File: config.mk
export PLATFORM = sky130hd
export DESIGN_NAME = debug_unit
export DESIGN_NICKNAME = d
export VERILOG_FILES = /design/src/rtl/debug_pkg.sv /design/src/rtl/debug_tx_serializer.sv /design/src/rtl/debug_unit.sv
export SDC_FILE = /design/constraint.sdc
export NUM_CORES = 1
export LEC_CHECK = 0
export ABC_AREA = 0
export CORE_MARGIN = 2
export CORE_UTILIZATION = 45
export CTS_BUF_LIST = sky130_fd_sc_hd__clkbuf_2 sky130_fd_sc_hd__clkbuf_4 sky130_fd_sc_hd__clkbuf_8
export DETAILED_ROUTE_END_ITERATION = 10
export GPL_TIMING_DRIVEN = 0
export PLACE_DENSITY = 0.72
export SYNTH_ARGS = -nofsm -noshare
export SYNTH_HDL_FRONTEND = slang
export SYNTH_SLANG_ARGS = --single-unit
File: constraint.sdc
create_clock -name clk -period 23.5 [get_ports clk]
set_input_delay 3.525 -clock clk [delete_from_list [all_inputs] [get_ports clk]]
set_output_delay 3.525 -clock clk [all_outputs]
set_load 0.05 [all_outputs]
File: src/rtl/debug_pkg.sv
// -----------------------------------------------------------------------------
// debug_pkg
// Shared definitions for the host-side debug controller: host command and
// acknowledge byte codes, debug-tap field widths, dump length and the
// controller state encoding.
// -----------------------------------------------------------------------------
package debug_pkg;

   // Host command bytes
   localparam logic [7:0] CMD_LOAD = 8'h4C;  // 'L'
   localparam logic [7:0] CMD_STEP = 8'h53;  // 'S'
   localparam logic [7:0] CMD_RUN  = 8'h52;  // 'R'

   // Acknowledge bytes returned to the host
   localparam logic [7:0] ACK_OK   = 8'h4B;  // 'K'
   localparam logic [7:0] ACK_ERR  = 8'h3F;  // '?'

   // Debug-tap field widths, in dump order (MSB first)
   localparam int W_PC      = 16;
   localparam int W_ID_EX   = 144;
   localparam int W_EX_MEM  = 32;
   localparam int W_MEM_WB  = 48;
   localparam int W_WB_ID   = 40;
   localparam int W_CTRL    = 24;
   localparam int W_SNAP    = W_PC + W_ID_EX + W_EX_MEM + W_MEM_WB + W_WB_ID + W_CTRL;

   // Snapshot plus trailing status byte
   localparam int W_DUMP    = W_SNAP + 8;
   localparam logic [5:0] DUMP_BYTES = 6'd39;

   typedef enum logic [3:0] {
      IDLE,
      LD_CNT,
      LD_BYTE,
      LD_WR,
      STEP,
      RUN,
      SNAP,
      SEND,
      ACK
   } state_t;

endpackage

File: src/rtl/debug_tx_serializer.sv
// -----------------------------------------------------------------------------
// debug_tx_serializer
// Byte serializer for the debug TX path. Loads either the full 312-bit dump
// (snapshot + status byte) or a single acknowledge byte, then presents the
// bytes MSB first under a valid/ready handshake.
//
// Ports
//   clk        clock
//   rst        asynchronous active-high reset
//   load_vec   load vec and send DUMP_BYTES bytes
//   vec        dump vector, byte-aligned, MSB byte sent first
//   load_byte  load byte_in and send it alone
//   byte_in    single byte to send
//   ready      downstream accepts data when high together with valid
//   data       byte currently presented
//   valid      data is valid
//   done       one-cycle pulse on acceptance of the last byte
// -----------------------------------------------------------------------------
module debug_tx_serializer
   import debug_pkg::*;
(
   input  logic              clk,
   input  logic              rst,
   input  logic              load_vec,
   input  logic [W_DUMP-1:0] vec,
   input  logic              load_byte,
   input  logic [7:0]        byte_in,
   input  logic              ready,
   output logic [7:0]        data,
   output logic              valid,
   output logic              done
);

   logic [W_DUMP-1:0] shreg;
   logic [5:0]        remaining;
   logic              accept;

   assign valid  = (remaining != 6'd0);
   assign accept = valid & ready;
   assign done   = accept & (remaining == 6'd1);
   // The presented byte is always the top of the shift register, so it cannot
   // change until the byte is accepted and the register shifts.
   assign data   = shreg[W_DUMP-1 -: 8];

   // NOTE: the wide shift register is reset on purpose: its top byte is the
   // visible TX data, which must read zero out of reset.
   always_ff @(posedge clk or posedge rst) begin
      if (rst) begin
         shreg     <= '0;
         remaining <= 6'd0;
      end else if (load_vec) begin
         shreg     <= vec;
         remaining <= DUMP_BYTES;
      end else if (load_byte) begin
         shreg     <= {byte_in, {(W_DUMP-8){1'b0}}};
         remaining <= 6'd1;
      end else if (accept) begin
         shreg     <= {shreg[W_DUMP-9:0], 8'h00};
         remaining <= remaining - 6'd1;
      end
   end

endmodule

File: src/rtl/debug_unit.sv
// -----------------------------------------------------------------------------
// debug_unit
// Host-side debug controller for the pipelined MIPS core. Decodes host command
// bytes from the UART receiver: 'L' loads program words through the
// instruction-write port, 'S' single-steps the core, 'R' free-runs it until it
// halts. After a step or run the debug taps are snapshotted and dumped to the
// host (39 bytes, MSB first, status byte last). Unknown commands get '?'.
//
// Ports
//   clk                 clock
//   i_reset             asynchronous active-high reset
//   i_rx_data/valid     received byte and its one-cycle strobe
//   o_tx_data/valid     byte to transmit, held until accepted
//   i_tx_ready          transmitter accepts when high with o_tx_valid
//   o_we_IF             one-cycle instruction memory write strobe
//   o_instruction_data  instruction word to write
//   o_instruction_addr  instruction word address
//   o_step              core hold: 1 = frozen, 0 = advance
//   i_end               core has halted
//   i_pc_lsb .. i_ctrl_id_ex  debug taps from the core
// -----------------------------------------------------------------------------
module debug_unit
   import debug_pkg::*;
#(
   parameter int NB_DATA  = 32,
   parameter int NB_IADDR = 8,
   parameter int NB_DUMP  = 304
) (
   input  logic                clk,
   input  logic                i_reset,
   input  logic [7:0]          i_rx_data,
   input  logic                i_rx_valid,
   output logic [7:0]          o_tx_data,
   output logic                o_tx_valid,
   input  logic                i_tx_ready,
   output logic                o_we_IF,
   output logic [NB_DATA-1:0]  o_instruction_data,
   output logic [NB_IADDR-1:0] o_instruction_addr,
   output logic                o_step,
   input  logic                i_end,
   input  logic [W_PC-1:0]     i_pc_lsb,
   input  logic [W_ID_EX-1:0]  i_seg_id_ex,
   input  logic [W_EX_MEM-1:0] i_seg_ex_mem,
   input  logic [W_MEM_WB-1:0] i_seg_mem_wb,
   input  logic [W_WB_ID-1:0]  i_seg_wb_id,
   input  logic [W_CTRL-1:0]   i_ctrl_id_ex
);

   state_t              state;
   state_t              next_state;

   logic [NB_IADDR-1:0] word_idx;
   logic [NB_IADDR-1:0] n_words;
   logic [1:0]          byte_cnt;
   logic [NB_DATA-1:0]  instr_data;
   logic                last_word;

   logic                step_q;
   logic                step_d;
   logic                load_vec;
   logic                load_byte;
   logic [7:0]          ack_code;
   logic                tx_done;
   logic [NB_DUMP-1:0]  snap;

   assign last_word = (word_idx == n_words - NB_IADDR'(1));
   assign snap      = {i_pc_lsb, i_seg_id_ex, i_seg_ex_mem, i_seg_mem_wb, i_seg_wb_id, i_ctrl_id_ex};

   // ---------------------------------------------------------------- state reg
   // o_step is registered from its next value so it changes on the same edge
   // that enters or leaves a step/run cycle, and returns to 1 asynchronously.
   // NOTE: sequential state uses non-blocking assignments only, so every
   // register samples pre-edge values regardless of process ordering.
   always_ff @(posedge clk or posedge i_reset) begin
      if (i_reset) begin
         state  <= IDLE;
         step_q <= 1'b1;
      end else begin
         state  <= next_state;
         step_q <= step_d;
      end
   end

   // ---------------------------------------------------------------- next state
   // NOTE: every combinational output gets a default first so no path leaves
   // it unassigned, which would infer a latch.
   always_comb begin
      next_state = state;
      case (state)
         IDLE: begin
            if (i_rx_valid) begin
               case (i_rx_data)
                  CMD_LOAD: next_state = LD_CNT;
                  CMD_STEP: next_state = STEP;
                  CMD_RUN:  next_state = RUN;
                  default:  next_state = ACK;
               endcase
            end
         end
         LD_CNT: begin
            if (i_rx_valid) next_state = (i_rx_data == 8'h00) ? ACK : LD_BYTE;
         end
         LD_BYTE: begin
            if (i_rx_valid && byte_cnt == 2'd3) next_state = LD_WR;
         end
         LD_WR: begin
            next_state = last_word ? ACK : LD_BYTE;
         end
         // step_q is 0 only in the step cycle; once it is back to 1 (settle
         // cycle, or no step because the core had already ended) take the snapshot.
         STEP: begin
            if (step_q) next_state = SNAP;
         end
         RUN: begin
            if (i_end) next_state = SNAP;
         end
         SNAP: next_state = SEND;
         SEND: begin
            if (tx_done) next_state = IDLE;
         end
         ACK: begin
            if (tx_done) next_state = IDLE;
         end
         default: next_state = IDLE;
      endcase
   end

   // ---------------------------------------------------------------- outputs
   always_comb begin
      step_d    = 1'b1;
      load_vec  = (state == SNAP);
      load_byte = 1'b0;
      ack_code  = ACK_OK;
      case (state)
         IDLE: begin
            if (i_rx_valid) begin
               if (i_rx_data == CMD_STEP || i_rx_data == CMD_RUN) begin
                  // A halted core is never released.
                  step_d = i_end;
               end else if (i_rx_data != CMD_LOAD) begin
                  load_byte = 1'b1;
                  ack_code  = ACK_ERR;
               end
            end
         end
         LD_CNT: begin
            if (i_rx_valid && i_rx_data == 8'h00) load_byte = 1'b1;
         end
         LD_WR: begin
            if (last_word) load_byte = 1'b1;
         end
         RUN: step_d = i_end;
         default: ;
      endcase
   end

   assign o_step             = step_q;
   assign o_we_IF            = (state == LD_WR);
   assign o_instruction_addr = word_idx;
   assign o_instruction_data = instr_data;

   // ---------------------------------------------------------------- load path
   always_ff @(posedge clk or posedge i_reset) begin
      if (i_reset) begin
         word_idx   <= '0;
         n_words    <= '0;
         byte_cnt   <= 2'd0;
         instr_data <= '0;
      end else begin
         case (state)
            IDLE: begin
               if (i_rx_valid && i_rx_data == CMD_LOAD) word_idx <= '0;
            end
            LD_CNT: begin
               if (i_rx_valid) begin
                  n_words  <= NB_IADDR'(i_rx_data);
                  byte_cnt <= 2'd0;
               end
            end
            LD_BYTE: begin
               if (i_rx_valid) begin
                  instr_data <= {instr_data[NB_DATA-9:0], i_rx_data};
                  byte_cnt   <= byte_cnt + 2'd1;
               end
            end
            LD_WR: begin
               if (!last_word) word_idx <= word_idx + NB_IADDR'(1);
            end
            default: ;
         endcase
      end
   end

   // ---------------------------------------------------------------- TX path
   debug_tx_serializer u_tx (
      .clk       (clk),
      .rst       (i_reset),
      .load_vec  (load_vec),
      .vec       ({snap, 7'b0, i_end}),
      .load_byte (load_byte),
      .byte_in   (ack_code),
      .ready     (i_tx_ready),
      .data      (o_tx_data),
      .valid     (o_tx_valid),
      .done      (tx_done)
   );

endmodule

; ---- Word level (Yosys, flattened, before mapping)
; Cells that the tools add are included.
[totals]
reg_bits = 373
latchBits = 0
mem_bits_rw = 0
mem_bits_ro = 0
in_bits = 317
output_inout_bits = 51
word_cells = 89
n_memories = 0
[op_classes]
n_addsub = 4
multipliers = 0
div = 0
magnitude_cmp = 0
eq_ne = 24
shifts = 0
muxes = 35
bitwise_logic = 2
reduce_logical = 16
[op_table]
columns = cell, n
row1 = 312-bit 2-to-1 mux, 3
row2 = 4-bit 2-to-1 mux, 8
row3 = 4-bit one-hot mux with 8 select lines, 1
row4 = 7-bit 2-to-1 mux, 4
row5 = "8-bit by 7-bit == test with 1-bit output, second input constant", 3
row6 = 6-bit 2-to-1 mux, 3
row7 = "4-bit by 3-bit == test with 1-bit output, second input constant", 4
row8 = 8-bit 2-to-1 mux, 2
row9 = "2-bit != test, second input constant", 8
row10 = 8-bit one-hot mux with 2 select lines, 1
row11 = 4-bit one-hot mux with 3 select lines, 1
row12 = "8-bit by 1-bit adder with 8-bit output, second input constant", 1
row13 = "4-bit by 2-bit == test with 1-bit output, second input constant", 2
row14 = 8-bit == test, 1
row15 = 8-bit logical NOT, 1
row16 = "8-bit by 7-bit != test with 1-bit output, second input constant", 1
row17 = "8-bit by 1-bit subtractor with 8-bit output, second input constant", 1
row18 = 1-bit 2-to-1 mux, 7
row19 = "6-bit by 1-bit == test with 1-bit output, second input constant", 1
row20 = 3-bit AND reduction, 2
row21 = 6-bit AND reduction, 1
row22 = 6-bit nonzero test, 1
row23 = "6-bit by 1-bit subtractor with 6-bit output, second input constant", 1
row24 = "4-bit by 1-bit == test with 1-bit output, second input constant", 1
row25 = other kinds (16), 22

; ---- Depth between registers and ports, before layout
; Gate-level depths: netlist of the first run.
[depth]
depth_word = 7
depth_mapped = 11
ltp_nobuf = 9

; ---- Modules after synthesis
; Synthesis of the first run repeated with hierarchy kept, for this count alone.
[unflattened]
hier_cells = 1677
area_unflattened_um2 = 17086.4
[modules_own_cells]
columns = mod, instances, cells_per_inst, area_each_um2, seq_area_each_um2
row1 = debug_tx_serializer, 1, 1441, 14362.5, 7957.6
row2 = debug_unit, 1, 236, 2723.9, 1377.6

; ---- Least setup slack after synthesis of the first run
; No wires, ideal clock.
[synth_path]
path_kind = in2reg
start = input i_rx_data[1]
end = register u_tx.shreg[306]
setup_time_ns = 0.132
arrival_time_ns = 5.325
required_time_ns = 23.368
slack_ns = 18.044
path_stages = 9
path_buffers = 2
cell_sequence = or4_1 nor2_1 nor3_1 o21ai_0 a21bo_2 buf_4 buf_6 nor3_1 a21oi_1
[synth_via]
elab_chain_len = 7
elab_cells_between_ends = 18
classes_between = eq/ne (3) / mux (11) / reduce/logical (4)
[synth_lines]
columns = item, line_no
row1 = from (decl), debug_unit.sv:31  ; input logic [7:0] i_rx_data,
row2 = 8-bit by 7-bit != test with 1-bit output / 8-bit by 7-bit == test with 1-bit output (equally long branches), "debug_unit.sv:140, debug_unit.sv:137"
row3 = "1-bit 2-to-1 mux, or another cell as far along", debug_unit.sv:140  ; end else if (i_rx_data != CMD_LOAD) begin
row4 = 1-bit 2-to-1 mux / 7-bit 2-to-1 mux (equally long branches), debug_unit.sv:137  ; if (i_rx_data == CMD_STEP || i_rx_data == CMD_RUN) begin
row5 = 1-bit 2-to-1 mux / 7-bit 2-to-1 mux (equally long branches), debug_unit.sv:136  ; if (i_rx_valid) begin
row6 = 1-bit one-hot mux with 3 select lines / 7-bit 2-to-1 mux (equally long branches), debug_unit.sv:134  ; case (state)
row7 = 312-bit 2-to-1 mux, debug_tx_serializer.sv:54  ; end else if (load_byte) begin
row8 = 312-bit 2-to-1 mux, debug_tx_serializer.sv:51  ; end else if (load_vec) begin
row9 = to (signal assigned), debug_tx_serializer.sv:52  ; shreg <= vec;
row10 = to (signal assigned), debug_tx_serializer.sv:55  ; shreg <= {byte_in, {(W_DUMP-8){1'b0}}};
row11 = to (signal assigned), debug_tx_serializer.sv:58  ; shreg <= {shreg[W_DUMP-9:0], 8'h00};
row12 = to (decl), debug_tx_serializer.sv:34  ; logic [W_DUMP-1:0] shreg;
; Several ways; a longest one is shown, not always the timed one.
; A chain may end at the register's enable or synchronous reset.

; ---- Final worst setup path of the first run
[layout_path]
start = register state[1]
end = output o_we_IF
[layout_via]
elab_chain_len = 1
[layout_lines]
columns = item, line_no
row1 = from (decl), debug_unit.sv:49  ; state_t state;
row2 = from (signal assigned), debug_unit.sv:79  ; state <= next_state;
row3 = 4-bit by 2-bit == test with 1-bit output, debug_unit.sv:158  ; assign o_we_IF = (state == LD_WR);
row4 = to (decl), debug_unit.sv:36  ; output logic o_we_IF,
; Every way passes these cells.

==> results of run 1 <==
-- metrics by stage --
stage / hold slack (ps) / worst slack, ps
6_report: 505 / 17300
5_1_grt: 522 / 17130
3_5_place_dp: 494 / 17030
4_1_cts: 508 / 17200
2_1_floorplan: 475 / 9820
3_3_place_gp: 486 / 5610
-- layout by cell type (no fill, tap or decap), types with 19 or more instances in the layout --
cell             netlist  routed
mux2_2                42      42
nor2_1                25      25
mux2i_1              290     290
o31ai_1              291     291
nand2_1              340     340
o21ai_0               19      19
clkbuf_8               0      81
dfrtp_1              365     365
buf_4                 39      39
clkdlybuf4s50_1        0     367
clkbuf_1             106     106
-- cells in the mapped netlist, types with 3 or more instances --
master    instances
o311a_1           3
o22a_1            3
dfrtp_1         365
mux2_2           42
buf_2             3
clkbuf_1        106
nand3_1           7
o31ai_1         291
or4_1             3
nor4_1            6
a21oi_1          12
nor2b_1           8
nand4b_1          4
buf_1             5
xnor2_1           9
nand2_1         340
xor2_1            3
inv_1            14
or3_1             8
buf_4            39
ha_1              6
nor2_1           25
o21ai_0          19
nor3_1           10
mux2i_1         290
-- per-layer routing --
layer  global-route usage  vias to the layer above
li1                     -                     6900
met1                0.344                     7131
met2                0.413                      466
met3               0.0369                       82
met4               0.0852                        0
met5                    0                        -
-- final timing paths --
kind	startpoint	endpoint	slack [ps]
max	state[1]$_DFFE_PP0P_	o_we_IF	17300
max in group asynchronous	i_reset	u_tx.shreg[232]$_DFFE_PP0P_	18770
min reg2reg	o_instruction_data[30]$_DFFE_PP0P_	o_instruction_data[30]$_DFFE_PP0P_	510
min in group asynchronous	i_reset	o_instruction_data[30]$_DFFE_PP0P_	3390
max reg2reg	state[1]$_DFFE_PP0P_	u_tx.shreg[287]$_DFFE_PP0P_	19760
min	o_instruction_data[30]$_DFFE_PP0P_	o_instruction_data[30]$_DFFE_PP0P_	510
-- area by class of cell --
class	count	area, µm²	area share
Buffer	155	747	0.0316
Timing Repair Buffer	370	3760	0.159
Clock buffer	98	1240	0.0525
Sequential cell	366	9160	0.387
Inverter	14	60.1	0.00254
Clock inverter	12	116	0.00492
Antenna cell	4	10.0	0.000423
Tap cell	525	657	0.0277
Multi-Input combinational cell	1129	7920	0.335
-- flip-flops by register name (all words and copies together), names as in the netlist --
signal / flops
state: 4
o_instruction_addr: 8
byte_cnt: 2
u_tx.remaining: 6
u_tx.shreg: 305
o_step: 1
n_words: 8
o_instruction_data: 32
-- kinds of logic after synthesis --
kind of cell | count (synthesis) | synth area share
AOI/OAI and AO/OA | 354 | 0.147
xor gates and xnor gates | 12 | 0.00588
adders and majority gates | 6 | 0.00420
buffers and inverters | 169 | 0.0447
DFF | 366 | 0.512
muxes | 332 | 0.189
and+or+nand+nor | 425 | 0.0976
-- where the power goes --
part	switching (W)	total, W	internal (W)
Clock	0.000261	0.000616	0.000355
Sequential	0.000206	0.00114	0.000931
Combinational	0.000762	0.00129	0.000528
Total	0.00123	0.00304	0.00181
==> metrics.md, run 1 <==
| Metric | Value |
|---|---|
| Outcome | `completed` |
| Top cell type's share of synthesized area | `0.511` |
| Cell Pwr Density | `between 100 and 150 nW/µm²` |
| Fin util | `0.600` |
| Final-report hold violation count | `0` |
| CP Capture Type | `primary output` |
| Cts repair resizes | `0` |
| Post-synthesis cell count | `about 1700` |
| Avg WL per Cell | `19.5 µm` |
| Clock Skew | `between 30 and 40 ps` |
| Met2 WL | `~25 mm` |
| Vias in the first global route | `about 15000` |
| Crit-path max cell delay | `880 ps` |
| Initial antenna violation count | `3` |
| Lkg Pwr | `approximately 10 nW` |
| Io pins | `between 300 and 400` |
| First-pass GRT wire length | `about 80 mm` |
| Slew headroom | `0.372` |
| Synthesized cell area | `17900 µm²` |
| CTS Buffer Depth | `3` |
| WP data required | `between 15000 and 20000 ps` |
| Final GP Congestion | `about 0.85` |
| Setup Buffers After CTS | `0` |
| Row cnt | `between 70 and 80` |
| GRT Overall Usage | `0.252` |
| Crit-path cells | `clkbuf_1 > nand2_1 > nor3_1 > clkdlybuf4s50_1` |
| CP Buf/Inv Count | `2` |
| CP arrival | `2680 ps` |
| Post-DRT Antenna Nets | `0` |
| Final-layout fill cell count | `3377` |
| Setup violations, final | `0` |
| Critical Path Slowest Stage Cell | `clkdlybuf4s50_1` |
| Synth-to-Final Area Change | `32.4%` |
| Dpl cells | `between 2000 and 3000` |
| Tcrit/Tclk final | `0.264` |
| Worst ir drop on vdd | `a little under 0.05 mV` |
| Critical Path Fanout Max | `10` |
| Vias | `approximately 15000` |
| Number of DRC markers in iteration 0 | `slightly below 1000` |
| Hold-critical path depth | `1` |
| Startpoint types | `flip-flop` |
| Top_reg_cell synth | `dfrtp_1` |
| HP Class | `flip-flop to flip-flop` |
| Residual DRC count | `0` |
| CTS Buf Count | `between 50 and 60` |
| Pins Over Slew Limit | `0` |
| WS Path Type | `flip-flop to primary output` |
| Clock tree from TritonCTS | `done` |
| Root Buffer Master | `clkbuf_8` |
| WL met3 | `3.07 mm` |
| FFs w/ async S/R, synth | `1.00` |
| Initial core utilization | `0.453` |
| Clock latency on the worst-skew pair | `about 640 ps` |
| Largest net degree at the start of global routing | `a little over 100` |
| Yosys reg bits | `approximately 370` |
| DRT Pass-1 Iters | `5` |
| Die width | `203 µm` |
| CTS Sinks | `~370` |
| Vias/cell | `5.45` |
| CP delay by family, top | `buffers and inverters` |
| Total grt overflow | `0` |
| Max cap viols | `0` |
| Hold_buf cts | `0` |
| Post-Route Setup TNS | `0 ps` |
| Fin crit period | `6200 ps` |
| Synth cell types | `54` |
| Worst-Margin Slew | `around 930 ps` |
| Mean Syn Cell Area | `~11 µm²` |
| Post-synth EDFFs | `0` |
| RSZ-0062 raised after global routing | `false` |
| H-tree lvl count | `2` |
| Yosys warning count | `0` |
| Max Clk Rate | `~0.16 GHz` |
| Cell count along the critical path | `4` |
| Nets@finish | `between 2000 and 2500` |
| Clk slew on worst S/H paths | `70 ps` |
| DIE AREA | `~41000 µm²` |
| Overall Power | `a little over 0.003 W` |
| Hpwl dp | `between 30 and 40 mm` |
| Total routed wirelength | `52.1 mm` |
| Worst Reg2Reg Path Length in Cells | `8` |
| Post-Layout Inst Area | `around 24000 µm²` |
| Port bufs | `367` |
| DRT met1 WL | `23.0 mm` |
| Placed Area | `22300 µm²` |
| Layout cells sized above 1 | `0.0956` |
| Top routing layer in use | `met4` |
| Cell taking the most area after synthesis | `dfrtp_1` |
| Top post-synthesis cells by area | `dfrtp_1, mux2i_1, o31ai_1` |
| Total core area | `between 30000 and 40000 µm²` |
| Finished Layout Cells | `about 2700` |
| Die Ht | `around 200 µm` |
| Sequential-to-total area share from yosys stat | `0.512` |
| Syn Nets | `1987` |
No activity file was read; power rests on OpenSTA's default activity.
==> run 2, diff against run 1 <==
clock period = 6.45 ns   (was 23.5 ns; I/O delays follow)
==> run 2 against run 1 <==
Utilization grew 0.27 points. Sequential share of layout area shrank 0.18 points. Final area grew 0.45%. Wire length grew 0.40%. Combinational power grew to 3.7 times the previous value. Global-route usage is essentially flat. Worst setup slack lost 15000 ps. Sequential power grew to 3.6 times the previous value. Clock power grew to 3.6 times the previous value. Cell count grew 0.41%. Total power grew to 3.6 times the previous value. Largest power group unchanged.
==> metrics.md, run 2 (synthesis results as in run 1) <==
| Metric | Value |
|---|---|
| Initial core utilization | `0.453` |
| CTS Buffer Depth | `3` |
| Clock Skew | `9.18 ps` |
| Vias | `14510` |
| Largest net degree at the start of global routing | `43` |
| DIE AREA | `41300 µm²` |
| Hold_buf cts | `0` |
| Top reg by flops | `u_tx.shreg` |
| WS Path Type | `flip-flop to flip-flop` |
| Die width | `203 µm` |
| Die Ht | `just over 200 µm` |
| Io pins | `roughly 370` |
| Fin crit period | `between 3000 and 4000 ps` |
| DRT Pass-1 Iters | `5` |
| Vias in the first global route | `between 15000 and 20000` |
| Total routed wirelength | `52.3 mm` |
| Post-DRT Antenna Nets | `0` |
| Total grt overflow | `0` |
| CP Capture Type | `flip-flop` |
| H-tree lvl count | `2` |
| Number of DRC markers in iteration 0 | `around 910` |
| Clk slew on worst S/H paths | `roughly 60 ps` |
| Pins Over Slew Limit | `0` |
| WP data required | `~7000 ps` |
| Max Clk Rate | `around 0.26 GHz` |
| Vias/cell | `approximately 5.4` |
| Row cnt | `73` |
| Clock latency on the worst-skew pair | `640 ps` |
| Most frequent cells in the layout | `clkdlybuf4s50_1, dfrtp_1, nand2_1` |
| Commonest non-fill, non-tap cell in the layout | `clkdlybuf4s50_1` |
| Port bufs | `367` |
| Residual DRC count | `0` |
| Crit-path max cell delay | `820 ps` |
| Tcrit/Tclk final | `0.587` |
| CP delay by family, top | `buffers and inverters` |
| Nets@finish | `between 2000 and 2500` |
| Cell Pwr Density | `465 nW/µm²` |
| Fin util | `0.603` |
| Final GP Congestion | `roughly 0.88` |
| HP Class | `flip-flop to flip-flop` |
| Worst ir drop on vdd | `between 0.15 and 0.2 mV` |
| CP Buf/Inv Count | `5` |
| Setup violations, final | `0` |
| Total core area | `between 30000 and 40000 µm²` |
| Avg WL per Cell | `approximately 19 µm` |
| CTS Buf Count | `60` |
| Setup Buffers After CTS | `0` |
| CP dominant cell by count | `clkbuf_1` |
| Hpwl dp | `~40 mm` |
| Post-Layout Inst Area | `~24000 µm²` |
| Outcome | `completed` |
| Startpoint types | `flip-flop` |
| Synth-to-Final Area Change | `33.0%` |
| Flip-flop count of the largest register after layout | `approximately 310` |
| Max cap viols | `0` |
| CP arrival | `approximately 4300 ps` |
| Root Buffer Master | `clkbuf_8` |
| Final-report hold violation count | `0` |
| Cts repair resizes | `0` |
| Post-Route Setup TNS | `0 ps` |
| Lkg Pwr | `between 10 and 15 nW` |
| CTS Sinks | `~370` |
| Crit-path cells | `clkbuf_1 > inv_1 > nor3_1 > clkbuf_1 > clkbuf_1 > clkbuf_1 > nand2_1 > o31ai_1` |
| Layout cells sized above 1 | `0.0986` |
| Critical Path Fanout Max | `10` |
| Initial antenna violation count | `10` |
| Critical Path Slowest Stage Cell | `nor3_1` |
| RSZ-0062 raised after global routing | `false` |
| Slew headroom | `0.343` |
| Worst-Margin Slew | `979 ps` |
| First-pass GRT wire length | `82.1 mm` |
| GRT Overall Usage | `0.252` |
| Clock tree from TritonCTS | `done` |
| Placed Area | `between 20000 and 25000 µm²` |
==> run 2: where the power goes <==
part / leakage (nW) / internal, W / switching, W
sequential: 4.58 / 0.00339 / 0.000753
combinational: 5.22 / 0.00193 / 0.00278
clock: 0.709 / 0.00127 / 0.000938
==> run 2: through the flow <==
stage	total power [W]	setup WS, ps	hold WS, ps	cells
finish	0.0111	2670	504	2684
global route	0.0118	2350	520	2683
CTS	0.0111	2570	506	2676
detailed placement	0.00887	2540	493	2566
global placement	0.00869	-1850	487	2556
floorplan	0.00727	573	475	1664
==> run 2: final cells by class <==
type                            count  area, µm²
Clock buffer                      104       1270
Fill cell                        3349      15700
Buffer                            155        747
Tap cell                          525        657
Antenna cell                        8       20.0
Clock inverter                      6       60.1
Timing Repair Buffer              377       3880
Sequential cell                   366       9160
Multi-Input combinational cell   1129       7920
Inverter                           14       56.3
==> run 2: final timing paths <==
kind,end,cells past startpoint,startpoint,slack [ps]
worst max-delay path,u_tx.shreg[17]$_DFFE_PP0P_,8,state[1]$_DFFE_PP0P_,2670
worst min-delay path,o_instruction_data[27]$_DFFE_PP0P_,1,o_instruction_data[27]$_DFFE_PP0P_,500
worst max register to register,u_tx.shreg[17]$_DFFE_PP0P_,8,state[1]$_DFFE_PP0P_,2670
worst min register to register,o_instruction_data[27]$_DFFE_PP0P_,1,o_instruction_data[27]$_DFFE_PP0P_,500
max in group asynchronous,u_tx.shreg[257]$_DFFE_PP0P_,5,i_reset,4450
min in group asynchronous,o_instruction_data[23]$_DFFE_PP0P_,2,i_reset,780
==> run 2: routing by layer <==
layer,global-route usage,share of wire
met2,0.398,0.46
met3,0.0379,0.054
met5,0,0.00044
met4,0.108,0.030
met1,0.348,0.45
==> run 3, diff against run 2 <==
clock period = 3.7 ns   (was 6.45 ns; I/O delays follow)
==> run 3 against run 2 <==
First-iteration DRC count fell by 1.5%. Final area barely moved. Clock power rose by 74%. Fmax rose by 13%. Register-to-register slack got worse by 2300 ps. Wire length barely moved. Sequential power rose by 74%. Count of clock-buffer cells in the layout did not move. Worst setup slack got worse by 2300 ps. Clock skew rose by 1.6 ps. Worst hold slack got worse by 140 ps. Via count rose by 0.21%. Critical endpoint is now u_tx.shreg[94]$_DFFE_PP0P_.
==> metrics.md, run 3 (synthesis results as in run 1) <==
| Metric | Value |
|---|---|
| Worst-Margin Slew | `855 ps` |
| Dpl cells | `roughly 2600` |
| Max cap viols | `0` |
| Post-DRT Antenna Nets | `0` |
| CP Capture Type | `flip-flop` |
| Outcome | `completed` |
| Io pins | `~370` |
| Vias/cell | `about 5.4` |
| Final-report hold violation count | `0` |
| Pins Over Slew Limit | `0` |
| Hpwl dp | `39.4 mm` |
| Critical Path Fanout Max | `10` |
| Setup Buffers After CTS | `0` |
| Clock Skew | `approximately 11 ps` |
| Final worst slack | `approximately 360 ps` |
| Number of DRC markers in iteration 0 | `about 900` |
| Final-layout fill cell count | `~3300` |
| Layout cells sized above 1 | `0.100` |
| Initial core utilization | `0.453` |
| Commonest non-fill, non-tap cell in the layout | `clkdlybuf4s50_1` |
| Cell Pwr Density | `811 nW/µm²` |
| Post-Route Setup TNS | `0 ps` |
| Setup violations, final | `0` |
| WS Path Type | `flip-flop to flip-flop` |
| Tcrit/Tclk final | `0.902` |
| Avg WL per Cell | `19.5 µm` |
| HP Class | `primary input to asynchronous set/reset pin` |
| DRT Pass-1 Iters | `5` |
| Vias in the first global route | `between 15000 and 20000` |
| Root Buffer Master | `clkbuf_8` |
| Worst ir drop on vdd | `0.347 mV` |
| Row cnt | `between 70 and 80` |
| DIE AREA | `41300 µm²` |
| Finished Layout Cells | `around 2700` |
| Clock latency on the worst-skew pair | `about 640 ps` |
| Largest net degree at the start of global routing | `43` |
| Synth-to-Final Area Change | `33.0%` |
| Most frequent cells in the layout | `clkdlybuf4s50_1, dfrtp_1, nand2_1` |
| Die width | `around 200 µm` |
| Residual DRC count | `0` |
| Flip-flop count of the largest register after layout | `a little over 300` |
| CTS Buffer Depth | `3` |
| Vias | `about 15000` |
| Fin crit period | `3340 ps` |
| Total core area | `approximately 39000 µm²` |
| Total routed wirelength | `~52 mm` |
| CTS Sinks | `around 370` |
| First-pass GRT wire length | `82.1 mm` |
| RSZ-0062 raised after global routing | `false` |
| Top reg by flops | `u_tx.shreg` |
| GRT Overall Usage | `0.252` |
| Initial antenna violation count | `10` |
| Lkg Pwr | `between 10 and 15 nW` |
| Clk slew on worst S/H paths | `60 ps` |
| Final GP Congestion | `0.878` |
| Fin util | `0.603` |
| Startpoint types | `flip-flop` |
| Die Ht | `203 µm` |
| H-tree lvl count | `2` |
| Placed Area | `22400 µm²` |
| Slew headroom | `0.430` |
| Setup Slack @ Placement | `-144 ps` |
| Nets@finish | `2426` |
| Clock tree from TritonCTS | `done` |
| Port bufs | `~370` |
| Max Clk Rate | `about 0.30 GHz` |
| WP data required | `roughly 4200 ps` |
| Post-Layout Inst Area | `about 24000 µm²` |
| CP arrival | `slightly below 4000 ps` |
| CTS Buf Count | `60` |
| Total grt overflow | `0` |
==> run 3: cell counts in the layout (fill, tap and decap cells not counted) <==
No cell type changed its count.
==> run 3: report_power, final <==
part	internal, W	switching [W]	leakage [nW]	total [W]
registers	0.00591	0.00131	4.58	0.00723
clock network	0.00222	0.00164	0.709	0.00385
logic	0.00337	0.00484	5.23	0.00821
==> run 3: layout make-up <==
cell class	count	area [µm²]	area share
flip-flops and latches	366	9160	0.385
multi-input cells	1129	7930	0.333
repair buffers	377	3880	0.163
clock buffers	104	1270	0.0536
plain buffers	155	749	0.0315
well taps	525	657	0.0276
clock inverters	6	60.1	0.00252
inverters	14	56.3	0.00237
diodes	8	20.0	0.000842
==> run 3: final timing paths <==
check / startpoint / endpoint / slack [ps] / depth (start not counted)
max in group asynchronous: i_reset / u_tx.shreg[256]$_DFFE_PP0P_ / 2110 / 5
min reg2reg: o_instruction_data[27]$_DFFE_PP0P_ / o_instruction_data[27]$_DFFE_PP0P_ / 500 / 1
min: i_reset / o_instruction_data[23]$_DFFE_PP0P_ / 360 / 2
max: state[1]$_DFFE_PP0P_ / u_tx.shreg[94]$_DFFE_PP0P_ / 360 / 8
max reg2reg: state[1]$_DFFE_PP0P_ / u_tx.shreg[94]$_DFFE_PP0P_ / 360 / 8
min in group clk: i_ctrl_id_ex[20] / u_tx.shreg[28]$_DFFE_PP0P_ / 460 / 3
==> run 3: worst max-delay path, cell delays in order (launching register included) <==
cell and delay (ps):
dfrtp_1 360, clkbuf_1 340, inv_1 170, nor3_2 540, clkbuf_1 570, clkbuf_1 600, clkbuf_1 390, nand2_1 160
o31ai_1 90
==> run 3: timing repair <==
item	in CTS	in global routing
endpoints found under the setup margin	168	122
cloned	0	0
hold buffers	0	0
resized for setup	1	6
==> run 3: metal layers <==
layer	wire length, µm	global-route usage
met5	23	0
met4	1620	0.108
met2	24100	0.398
met1	23700	0.348
met3	2800	0.0379
==> run 3: metrics by stage <==
stage,hold WS [ps],total power [W]
floorplan,475,0.0127
global placement,487,0.0151
detailed placement,493,0.0155
CTS,325,0.0194
global route,396,0.0206
finish,364,0.0193
